**src/rtl/pll_phase_stepper_if.sv**
```systemverilog
// Request channel between a shift requester (master) and the PLL phase stepper (slave).
// A request is accepted on any cycle where req_valid and req_ready are both high.
interface pll_phase_stepper_if #(
  parameter int unsigned CNTSEL_W = 5,
  parameter int unsigned STEP_W   = 8
) ();
  logic                req_valid;
  logic                req_ready;
  logic [CNTSEL_W-1:0] req_cntsel;
  logic                req_updn;
  logic [STEP_W-1:0]   req_steps;

  modport master (
    output req_valid,
    output req_cntsel,
    output req_updn,
    output req_steps,
    input  req_ready
  );

  modport slave (
    input  req_valid,
    input  req_cntsel,
    input  req_updn,
    input  req_steps,
    output req_ready
  );
endinterface

```
**src/rtl/pll_phase_stepper.sv**
```systemverilog
// Sequences dynamic PLL phase shifts: sets up cntsel/updn, pulses phase_en per step and
// waits on the phase_done handshake, with lock-loss and timeout detection.
module pll_phase_stepper #(
  parameter int unsigned CNTSEL_W  = 5,
  parameter int unsigned STEP_W    = 8,
  parameter int unsigned SETUP_CYC = 2,
  parameter int unsigned EN_HOLD   = 2,
  parameter int unsigned TIMEOUT   = 255
) (
  input  logic                scanclk,
  input  logic                rst,
  pll_phase_stepper_if.slave  req,
  input  logic                pll_locked,
  input  logic                pll_phase_done,
  output logic                pll_phase_en,
  output logic [CNTSEL_W-1:0] pll_cntsel,
  output logic                pll_updn,
  output logic                busy,
  output logic                done,
  output logic [1:0]          err,
  output logic [STEP_W-1:0]   steps_done
);

  typedef enum logic [2:0] {
    StIdle,
    StWaitLock,
    StSetup,
    StPulse,
    StWaitDone,
    StRecover,
    StFinish
  } state_e;

  // One shared timer covers SETUP, PULSE and WAIT_DONE, so size it for the largest.
  localparam int unsigned TmrW = $clog2(TIMEOUT + SETUP_CYC + EN_HOLD + 1);

  localparam logic [1:0]        ErrNone    = 2'b00;
  localparam logic [1:0]        ErrTimeout = 2'b01;
  localparam logic [1:0]        ErrLock    = 2'b10;
  localparam logic [STEP_W-1:0] StepsMax   = '1;

  state_e              state_q, state_d;
  logic [TmrW-1:0]     timer_q, timer_d;
  logic [CNTSEL_W-1:0] cntsel_q, cntsel_d;
  logic                updn_q, updn_d;
  logic [STEP_W-1:0]   steps_q, steps_d;
  logic [STEP_W-1:0]   steps_done_q, steps_done_d;
  logic [1:0]          err_q, err_d;
  logic [CNTSEL_W-1:0] pll_cntsel_q, pll_cntsel_d;
  logic                pll_updn_q, pll_updn_d;
  logic                phase_en_q, phase_en_d;
  logic                done_q, done_d;

  always_comb begin
    state_d      = state_q;
    timer_d      = timer_q;
    cntsel_d     = cntsel_q;
    updn_d       = updn_q;
    steps_d      = steps_q;
    steps_done_d = steps_done_q;
    err_d        = err_q;
    pll_cntsel_d = pll_cntsel_q;
    pll_updn_d   = pll_updn_q;

    unique case (state_q)
      StIdle: begin
        if (req.req_valid) begin
          cntsel_d     = req.req_cntsel;
          updn_d       = req.req_updn;
          steps_d      = req.req_steps;
          err_d        = ErrNone;
          steps_done_d = '0;
          state_d      = StWaitLock;
        end
      end
      StWaitLock: begin
        if (pll_locked) begin
          timer_d = '0;
          if (steps_q == '0) begin
            state_d = StFinish;
          end else begin
            pll_cntsel_d = cntsel_q;
            pll_updn_d   = updn_q;
            state_d      = StSetup;
          end
        end
      end
      StSetup: begin
        if (timer_q == TmrW'(SETUP_CYC - 1)) begin
          timer_d = '0;
          state_d = StPulse;
        end else begin
          timer_d = timer_q + TmrW'(1);
        end
      end
      StPulse: begin
        if (timer_q == TmrW'(EN_HOLD - 1)) begin
          timer_d = '0;
          state_d = StWaitDone;
        end else begin
          timer_d = timer_q + TmrW'(1);
        end
      end
      StWaitDone: begin
        if (!pll_phase_done) begin
          if (steps_done_q != StepsMax) begin
            steps_done_d = steps_done_q + STEP_W'(1);
          end
          timer_d = '0;
          state_d = StRecover;
        end else if (timer_q == TmrW'(TIMEOUT - 1)) begin
          err_d   = ErrTimeout;
          timer_d = '0;
          state_d = StFinish;
        end else begin
          timer_d = timer_q + TmrW'(1);
        end
      end
      StRecover: begin
        if (pll_phase_done) begin
          timer_d = '0;
          state_d = (steps_done_q < steps_q) ? StPulse : StFinish;
        end
      end
      StFinish: begin
        state_d = StIdle;
      end
      default: begin
        state_d = StIdle;
      end
    endcase

    // Lock loss overrides whatever the step sequencing decided this cycle.
    if (!pll_locked && (state_q inside {StSetup, StPulse, StWaitDone, StRecover})) begin
      steps_done_d = steps_done_q;
      err_d        = ErrLock;
      timer_d      = '0;
      state_d      = StFinish;
    end

    phase_en_d = (state_d == StPulse);
    done_d     = (state_d == StFinish) && (err_d == ErrNone);
  end

  always_ff @(posedge scanclk) begin
    if (rst) begin
      state_q      <= StIdle;
      timer_q      <= '0;
      cntsel_q     <= '0;
      updn_q       <= 1'b0;
      steps_q      <= '0;
      steps_done_q <= '0;
      err_q        <= ErrNone;
      pll_cntsel_q <= '0;
      pll_updn_q   <= 1'b0;
      phase_en_q   <= 1'b0;
      done_q       <= 1'b0;
    end else begin
      state_q      <= state_d;
      timer_q      <= timer_d;
      cntsel_q     <= cntsel_d;
      updn_q       <= updn_d;
      steps_q      <= steps_d;
      steps_done_q <= steps_done_d;
      err_q        <= err_d;
      pll_cntsel_q <= pll_cntsel_d;
      pll_updn_q   <= pll_updn_d;
      phase_en_q   <= phase_en_d;
      done_q       <= done_d;
    end
  end

  assign req.req_ready = (state_q == StIdle);
  assign busy          = (state_q != StIdle);
  assign pll_phase_en  = phase_en_q;
  assign pll_cntsel    = pll_cntsel_q;
  assign pll_updn      = pll_updn_q;
  assign done          = done_q;
  assign err           = err_q;
  assign steps_done    = steps_done_q;

endmodule

```
**src/flat_wrapper.sv**
```systemverilog
// flat-port wrapper written by rule: the top's interface ports become plain ports
module pll_phase_stepper_flat 
#(
  parameter int unsigned CNTSEL_W  = 5,
  parameter int unsigned STEP_W    = 8,
  parameter int unsigned SETUP_CYC = 2,
  parameter int unsigned EN_HOLD   = 2,
  parameter int unsigned TIMEOUT   = 255
)
  (scanclk, rst, pll_locked, pll_phase_done, pll_phase_en, pll_cntsel, pll_updn, busy, done, err, steps_done, req_req_valid, req_req_cntsel, req_req_updn, req_req_steps, req_req_ready);
  pll_phase_stepper_if #(.CNTSEL_W(CNTSEL_W), .STEP_W(STEP_W)) req_i ();
  input  logic scanclk;
  input  logic rst;
  input  logic pll_locked;
  input  logic pll_phase_done;
  output logic pll_phase_en;
  output logic [CNTSEL_W-1:0] pll_cntsel;
  output logic pll_updn;
  output logic busy;
  output logic done;
  output logic [1:0] err;
  output logic [STEP_W-1:0] steps_done;
  input wire logic [$bits(req_i.req_valid)-1:0] req_req_valid;
  input wire logic [$bits(req_i.req_cntsel)-1:0] req_req_cntsel;
  input wire logic [$bits(req_i.req_updn)-1:0] req_req_updn;
  input wire logic [$bits(req_i.req_steps)-1:0] req_req_steps;
  output wire logic [$bits(req_i.req_ready)-1:0] req_req_ready;
  assign req_i.req_valid = req_req_valid;
  assign req_i.req_cntsel = req_req_cntsel;
  assign req_i.req_updn = req_req_updn;
  assign req_i.req_steps = req_req_steps;
  assign req_req_ready = req_i.req_ready;
  pll_phase_stepper #(.CNTSEL_W(CNTSEL_W), .STEP_W(STEP_W), .SETUP_CYC(SETUP_CYC), .EN_HOLD(EN_HOLD), .TIMEOUT(TIMEOUT)) u_core (.scanclk(scanclk), .rst(rst), .req(req_i), .pll_locked(pll_locked), .pll_phase_done(pll_phase_done), .pll_phase_en(pll_phase_en), .pll_cntsel(pll_cntsel), .pll_updn(pll_updn), .busy(busy), .done(done), .err(err), .steps_done(steps_done));
endmodule
```
**config.mk**
```make
export PLATFORM = sky130hd
export DESIGN_NAME = pll_phase_stepper_flat
export DESIGN_NICKNAME = d
export VERILOG_FILES = /design/src/rtl/pll_phase_stepper_if.sv /design/src/rtl/pll_phase_stepper.sv /design/src/flat_wrapper.sv
export SDC_FILE = /design/constraint.sdc
export NUM_CORES = 1
export LEC_CHECK = 0
export CORE_MARGIN = 3
export CORE_UTILIZATION = 55
export DETAILED_ROUTE_END_ITERATION = 10
export PLACE_DENSITY = 0.82
export RECOVER_POWER = 100
export SYNTH_ARGS = -nofsm -noshare
export SYNTH_HDL_FRONTEND = slang
export SYNTH_SLANG_ARGS = --single-unit
export TNS_END_PERCENT = 10
```
**constraint.sdc**
```tcl
create_clock -name scanclk -period 3.1 [get_ports scanclk]
set_clock_uncertainty 0.1 [all_clocks]
set_input_delay 0.31 -clock scanclk [delete_from_list [all_inputs] [get_ports scanclk]]
set_output_delay 0.31 -clock scanclk [all_outputs]
set_load 0.02 [all_outputs]
```
# Word level (Yosys, flattened, before mapping)
# Index checks and enable logic that the tools add are counted.
word_totals:
  register_bits: 44
  elab_cells: 73
op_classes:
  muxes: 26
  bitwise: 2
  eq_ne: 15
  n_reduce_logical: 16
  magnitude_cmp: 1
  add_sub_neg: 2
op_table:
  columns: ["op", "count"]
  rows:
  - ["9-bit 2-to-1 mux", 5]
  - ["9-bit case mux with 4 select lines", 1]
  - ["3-bit 2-to-1 mux", 10]
  - ["8-bit 2-to-1 mux", 3]
  - ["3-bit case mux with 6 select lines", 1]
  - ["8-bit case mux with 2 select lines", 1]
  - ["9-bit by 1-bit adder with 9-bit output, second input constant", 1]
  - ["3-bit by 2-bit equality test with 1-bit output, second input constant", 3]
  - ["3-bit equality test, second input constant", 3]
  - ["9-bit by 1-bit equality test with 1-bit output, second input constant", 1]
  - ["9-bit by 8-bit equality test with 1-bit output, second input constant", 1]
  - ["8-bit by 1-bit adder with 8-bit output, second input constant", 1]
  - ["8-bit zero test", 1]
  - ["8-bit < comparator", 1]
  - ["2-bit 2-to-1 mux", 4]
  - ["2-bit inequality test, second input constant", 4]
  - ["8-bit inequality test, second input constant", 1]
  - ["4-bit nonzero test", 2]
  - ["3-bit AND reduction", 2]
  - ["5-bit AND reduction", 1]
  - ["2-bit case mux with 2 select lines", 1]
  - ["2-bit OR reduction", 2]
  - ["3-bit by 1-bit equality test with 1-bit output, second input constant", 1]
  - ["3-bit zero test", 1]
  - ["other kinds (8)", 10]

# Longest topological paths before layout
logic_depth:
  depth_word: 7
  ltp_mapped: 9
  ltp_nobuf: 7

# Worst setup path before layout
# OpenSTA, ideal clock, no wires.
synth_timing:
  path_type: "flip-flop to flip-flop"
  startpoint: "reg u_core.steps_done_q[6] (netlist: u_core.steps_done[6])"
  endpoint: "reg u_core.phase_en_q (netlist: u_core.pll_phase_en)"
  path_buffers: 0
  arrival_time_ns: 1.794
  path_slack_ns: 1.145
  stages_incl_launch_ff: 7
  cell_sequence: "dfxtp_1 -> ha_1 -> and4_1 -> a2111oi_2 -> o31ai_1 -> o311a_1 -> and4bb_1"
synth_between:
  elab_chain_len: 6
synth_rtl:
  columns: ["item", "line", "text"]
  rows:
  - ["from (decl)", "pll_phase_stepper.sv:47", "logic [STEP_W-1:0] steps_done_q, steps_done_d;"]
  - ["from (signal assigned)", "pll_phase_stepper.sv:164", "steps_done_q <= steps_done_d;"]
  - ["8-bit < comparator", "pll_phase_stepper.sv:122", "state_d = (steps_done_q < steps_q) ? StPulse : StFinish;"]
  - ["3-bit 2-to-1 mux", "pll_phase_stepper.sv:122", null]
  - ["3-bit 2-to-1 mux", "pll_phase_stepper.sv:120", "if (pll_phase_done) begin"]
  - ["3-bit case mux with 6 select lines", "pll_phase_stepper.sv:65", "unique case (state_q)"]
  - ["3-bit 2-to-1 mux", "pll_phase_stepper.sv:134", "if (!pll_locked && (state_q inside {StSetup, StPulse, StWaitDone, StRecover})) begin"]
  - ["3-bit by 2-bit equality test with 1-bit output", "pll_phase_stepper.sv:141", "phase_en_d = (state_d == StPulse);"]
  - ["to (signal assigned)", "pll_phase_stepper.sv:168", "phase_en_q <= phase_en_d;"]
  - ["to (decl)", "pll_phase_stepper.sv:51", "logic phase_en_q, phase_en_d;"]
# No other way between the ends.
# A chain may end at the register's enable or synchronous reset.

# Worst setup path in the final report
layout_timing:
  startpoint: "reg u_core.state_q[1]"
  endpoint: "reg u_core.done_q (netlist: u_core.done)"
layout_between:
  elab_chain_len: 6
layout_rtl:
  columns: ["item", "line", "text"]
  rows:
  - ["from (decl)", "pll_phase_stepper.sv:42", "state_e state_q, state_d;"]
  - ["from (signal assigned)", "pll_phase_stepper.sv:147", "state_q <= StIdle;"]
  - ["from (signal assigned)", "pll_phase_stepper.sv:159", "state_q <= state_d;"]
  - ["3-bit 2-to-1 mux (tied with other cells)", "pll_phase_stepper.sv:111", "end else if (timer_q == TmrW'(TIMEOUT - 1)) begin"]
  - ["3-bit 2-to-1 mux or 4-bit nonzero test (tied branches)", "pll_phase_stepper.sv:105, pll_phase_stepper.sv:134", null]
  - ["3-bit case mux with 6 select lines or 1-bit logical AND (tied branches)", "pll_phase_stepper.sv:65, pll_phase_stepper.sv:134", null]
  - ["3-bit 2-to-1 mux or 2-bit 2-to-1 mux (tied branches)", "pll_phase_stepper.sv:134", null]
  - ["3-bit equality test or 2-bit zero test (tied branches)", "pll_phase_stepper.sv:142", "done_d = (state_d == StFinish) && (err_d == ErrNone);"]
  - ["1-bit logical AND *", "pll_phase_stepper.sv:142", null]
  - ["to (signal assigned)", "pll_phase_stepper.sv:169", "done_q <= done_d;"]
  - ["to (decl)", "pll_phase_stepper.sv:52", "logic done_q, done_d;"]
# Mark *: on every way between the ends. The rest lies on a longest branch, timed or not.

==> summary.md <==
- result of the run: finished clean
- average wire length per cell after detail routing: 13.6 um
- average cell area after synthesis: 8.71 um^2
- Seq/Total Area, Yosys: 37.6%
- number of fillers in the final layout: 355
- number of global-route vias before repair: 1,899
- relative contribution of combinational cells to total power: 42.7%
- Worst Path Arrival: 2.66 ns
- remaining antenna violation count after routing: 0
- pwr dens: 693 nW/um^2
- internal power consumption: 1.14 mW
- startpoint of the worst register-to-register path: u_core.state_q[1]$_SDFF_PP0_
- number of primary I/O pins: 39
- reg-to-reg slack, setup: 0.59 ns
- timing-limited maximum frequency: 0.398 GHz
- classification of the worst setup path: reg2reg
- final WL: 4.85 mm
- net load switching power: 0.795 mW
- count of endpoints failing hold in the final timing report: 0
- number of flops mapped to enable cells by yosys: 0
- static leakage power: 1.10 nW
- Vias: 1,986
- antenna violations before repair: 0
- type of the tightest min-delay check: reg2reg
- slew margin rel.: 44.3%
- die width: 71.3 um
- floorplan core area: 4060 um^2
- Maximum Capacitance Violations: 0
- period utilisation layout: 81.0%
- Worst Hold Slack: 0.358 ns
- global-route wire length before repair: 8.42 mm
- proportion of layout cells with a drive suffix above 1: 4.92%
- Die Span Y: 71.3 um
- Global Route Usage Sum: 20.5%
- worst skew pair latency: 0.31 ns
- Worst Tran Pin Value: 0.835 ns
- Clk network pwr share: 18.8%
- critical path endpoint category: flip-flop
- Setup crit start kind: flip-flop
- number of post-CTS setup repair buffers: 0
- Num CTS Buffers: 5
- required time at the worst-slack endpoint: 3.25 ns
- predominant post-synthesis flop cell: sky130_fd_sc_hd__dfxtp_1
- TritonCTS clock tree: yes
- cell area after technology mapping: 2340 um^2
- signed area change from the synthesized netlist to the final layout: 19.3%
- cell count of the worst reg-to-reg path: 7
- largest voltage drop on the vdd net: 0.299 mV
- Worst Hold End: u_core.cntsel_q[4]$_SDFFE_PP0P_
- hpwl dp: 3.65 mm
- floorplan row count: 23
- total inserted antenna cells: 0
- switch share: 41.1%
- gr ovfl total: 0
- number of library cell types mapped by synthesis: 50
- total iterations of the first detailed-routing run: 4
- Num Clock Sinks: 44
- Starting Density: 57.7%
- master cell of the clock root buffer: sky130_fd_sc_hd__clkbuf_8
- detailed-route vias per instance: 5.59
- setup_tns: 0 ns
- synthesized instance count: 269
- Async SR Flop Fraction: 0%
- DIE AREA: 5080 um^2
- Clock Pin Slew Worst Setup and Hold Paths: 0.08 ns
- Initial DRC Count: 106
- start point of the worst min-delay path: u_core.cntsel_q[4]$_SDFFE_PP0P_
- final setup violation count: 0
- H-tree level count: 2
- hold-fix buffer count after cts: 0
- Sequential Power Share: 38.5%
- capture instance of the worst register-to-register path: u_core.done$_SDFF_PP0_
- worst hold path stage count: 2
- Max clock buf depth: 2
- Post-route DRC: 0
- Final Max Slew Viols: 0
- number of gates given a new drive strength after cts: 0
- flip-flop and latch count after synthesis: 44
- gpl congestion: 0.939
- # port buffers: 38
- unrepaired setup endpoints after global routing: false
- biggest fanout along the worst timing path: 12
- post-layout net count: 337
- final critical-path required period: 2.51 ns
- maximum number of pins on one net before global-route repair: 29
- number of nets in the synthesized netlist: 302
- Yosys warning total: 0
[synth_stat cells, types with 3 or more instances]
master / number / area [um^2]
sky130_fd_sc_hd__and4_1: 3 / 26.3
sky130_fd_sc_hd__nor2_1: 28 / 105
sky130_fd_sc_hd__nor3_1: 3 / 15.0
sky130_fd_sc_hd__nand2b_1: 4 / 25.0
sky130_fd_sc_hd__xor2_1: 13 / 114
sky130_fd_sc_hd__and3_1: 7 / 43.8
sky130_fd_sc_hd__o211ai_1: 7 / 52.6
sky130_fd_sc_hd__and2_1: 3 / 18.8
sky130_fd_sc_hd__a21oi_1: 21 / 105
sky130_fd_sc_hd__inv_1: 14 / 52.6
sky130_fd_sc_hd__nand2_1: 39 / 146
sky130_fd_sc_hd__ha_1: 14 / 175
sky130_fd_sc_hd__nor4_1: 5 / 31.3
sky130_fd_sc_hd__dfxtp_1: 44 / 881
sky130_fd_sc_hd__nand3_1: 7 / 35.0
sky130_fd_sc_hd__mux2i_1: 7 / 70.1
sky130_fd_sc_hd__clkbuf_1: 4 / 15.0
sky130_fd_sc_hd__nand4_1: 4 / 25.0
[cells by family (layout without fill, tap and decap cells)]
logic type,count (synthesis),count (layout),share of synthesized area [%]
adder cells (fa/ha/maj),14,14,7.48
AO/OA/AOI/OAI,49,49,16.2
AND/OR/NAND/NOR,116,116,25.4
XOR/XNOR,14,14,5.24
flip-flops,44,44,37.6
buffers and inverters,25,61,5.07
multiplexers,7,7,2.99
[sequential cells by signal, summed over array words and instances, names as in the netlist]
name / flops
u_core.timer_q: 9
u_core.cntsel_q: 5
u_core.steps_q: 8
u_core.pll_phase_en: 1
u_core.pll_cntsel: 5
u_core.updn_q: 1
u_core.pll_updn: 1
u_core.state_q: 3
u_core.steps_done: 8
u_core.done: 1
u_core.err: 2
[critical path, stage by stage, from the launching register on]
cell	delay, ns
sky130_fd_sc_hd__dfxtp_1	0.60
sky130_fd_sc_hd__inv_1	0.21
sky130_fd_sc_hd__ha_1	0.33
sky130_fd_sc_hd__nor2_1	0.48
sky130_fd_sc_hd__inv_1	0.15
sky130_fd_sc_hd__a21oi_1	0.22
sky130_fd_sc_hd__o31a_1	0.18
sky130_fd_sc_hd__and4_1	0.18
[layer usage]
metal  vias up  track usage (%)  routed length, um
li1       1007                -                  -
met1       915             25.6               2180
met2        53             34.9               2330
met3        11             4.21                260
met4         0             7.31                 75
met5         -                0                  0
[worst max-delay path by stage]
| stage | start | end | slack, ns |
|---|---|---|---|
| floorplan | u_core.steps_done[6]$_SDFFE_PP0P_ | u_core.pll_phase_en$_SDFF_PP0_ | 1.14 |
| global placement | u_core.state_q[1]$_SDFF_PP0_ | u_core.pll_phase_en$_SDFF_PP0_ | 0.91 |
| detailed placement | u_core.state_q[1]$_SDFF_PP0_ | u_core.done$_SDFF_PP0_ | 0.80 |
| CTS | u_core.state_q[1]$_SDFF_PP0_ | u_core.done$_SDFF_PP0_ | 0.77 |
| global route | u_core.state_q[1]$_SDFF_PP0_ | u_core.pll_phase_en$_SDFF_PP0_ | 0.34 |
| finish | u_core.state_q[1]$_SDFF_PP0_ | u_core.done$_SDFF_PP0_ | 0.59 |
[placed cells by master, fill, tap and decap left out, types with 2 or more instances in the layout]
| master | count |
|---|---|
| sky130_fd_sc_hd__inv_1 | 14 |
| sky130_fd_sc_hd__o2111ai_1 | 2 |
| sky130_fd_sc_hd__nor3_1 | 4 |
| sky130_fd_sc_hd__and2_1 | 2 |
| sky130_fd_sc_hd__nand2b_1 | 4 |
| sky130_fd_sc_hd__mux2i_1 | 7 |
| sky130_fd_sc_hd__a21oi_1 | 21 |
| sky130_fd_sc_hd__clkbuf_8 | 5 |
| sky130_fd_sc_hd__and4bb_1 | 2 |
| sky130_fd_sc_hd__ha_1 | 14 |
| sky130_fd_sc_hd__nand2_1 | 39 |
| sky130_fd_sc_hd__nand4_1 | 4 |
| sky130_fd_sc_hd__dfxtp_1 | 44 |
| sky130_fd_sc_hd__nor4_1 | 5 |
| sky130_fd_sc_hd__clkinvlp_4 | 2 |
| sky130_fd_sc_hd__xor2_1 | 13 |
| sky130_fd_sc_hd__and4_1 | 3 |
| sky130_fd_sc_hd__nand4b_1 | 2 |
| sky130_fd_sc_hd__dlygate4sd3_1 | 20 |
| sky130_fd_sc_hd__o31a_1 | 2 |
| sky130_fd_sc_hd__nor2_1 | 29 |
| sky130_fd_sc_hd__a21o_1 | 2 |
| sky130_fd_sc_hd__nand3_1 | 7 |
| sky130_fd_sc_hd__o211ai_1 | 7 |
| sky130_fd_sc_hd__clkdlybuf4s50_1 | 18 |
| sky130_fd_sc_hd__and3_1 | 7 |
| sky130_fd_sc_hd__o21a_1 | 2 |
| sky130_fd_sc_hd__o21ai_0 | 2 |
[power by group through the flow]
stage	Combinational (mW)	Sequential, mW	Clock, mW
floorplan	0.704	0.720	0
global placement	0.843	0.758	0
detailed placement	0.862	0.764	0
CTS	0.867	0.750	0.370
global route	0.927	0.762	0.386
finish	0.826	0.746	0.364
[area by class of cell]
cell class / count / area, um^2 / share of cell area, %
Clock inverter: 3 / 23.8 / 0.851
Tap cell: 50 / 62.6 / 2.24
Timing Repair Buffer: 39 / 388 / 13.9
Multi-Input combinational cell: 200 / 1320 / 47.2
Clock buffer: 5 / 68.8 / 2.46
Inverter: 14 / 52.6 / 1.88
Sequential cell: 44 / 881 / 31.5
[through the flow]
stage          instance area [um^2]  power [mW]  util (%)  setup slack [ns]  cells
6_report                       2790        1.94      68.9             0.589    355
5_1_grt                        2790        2.08      68.9             0.337    355
4_1_cts                        2820        1.99      69.5             0.773    355
3_5_place_dp                   2730        1.63      67.2             0.800    347
3_3_place_gp                   2730        1.60      67.2             0.912    347
2_1_floorplan                  2340        1.42         -              1.14    269
No activity file was read; power rests on OpenSTA's default activity.
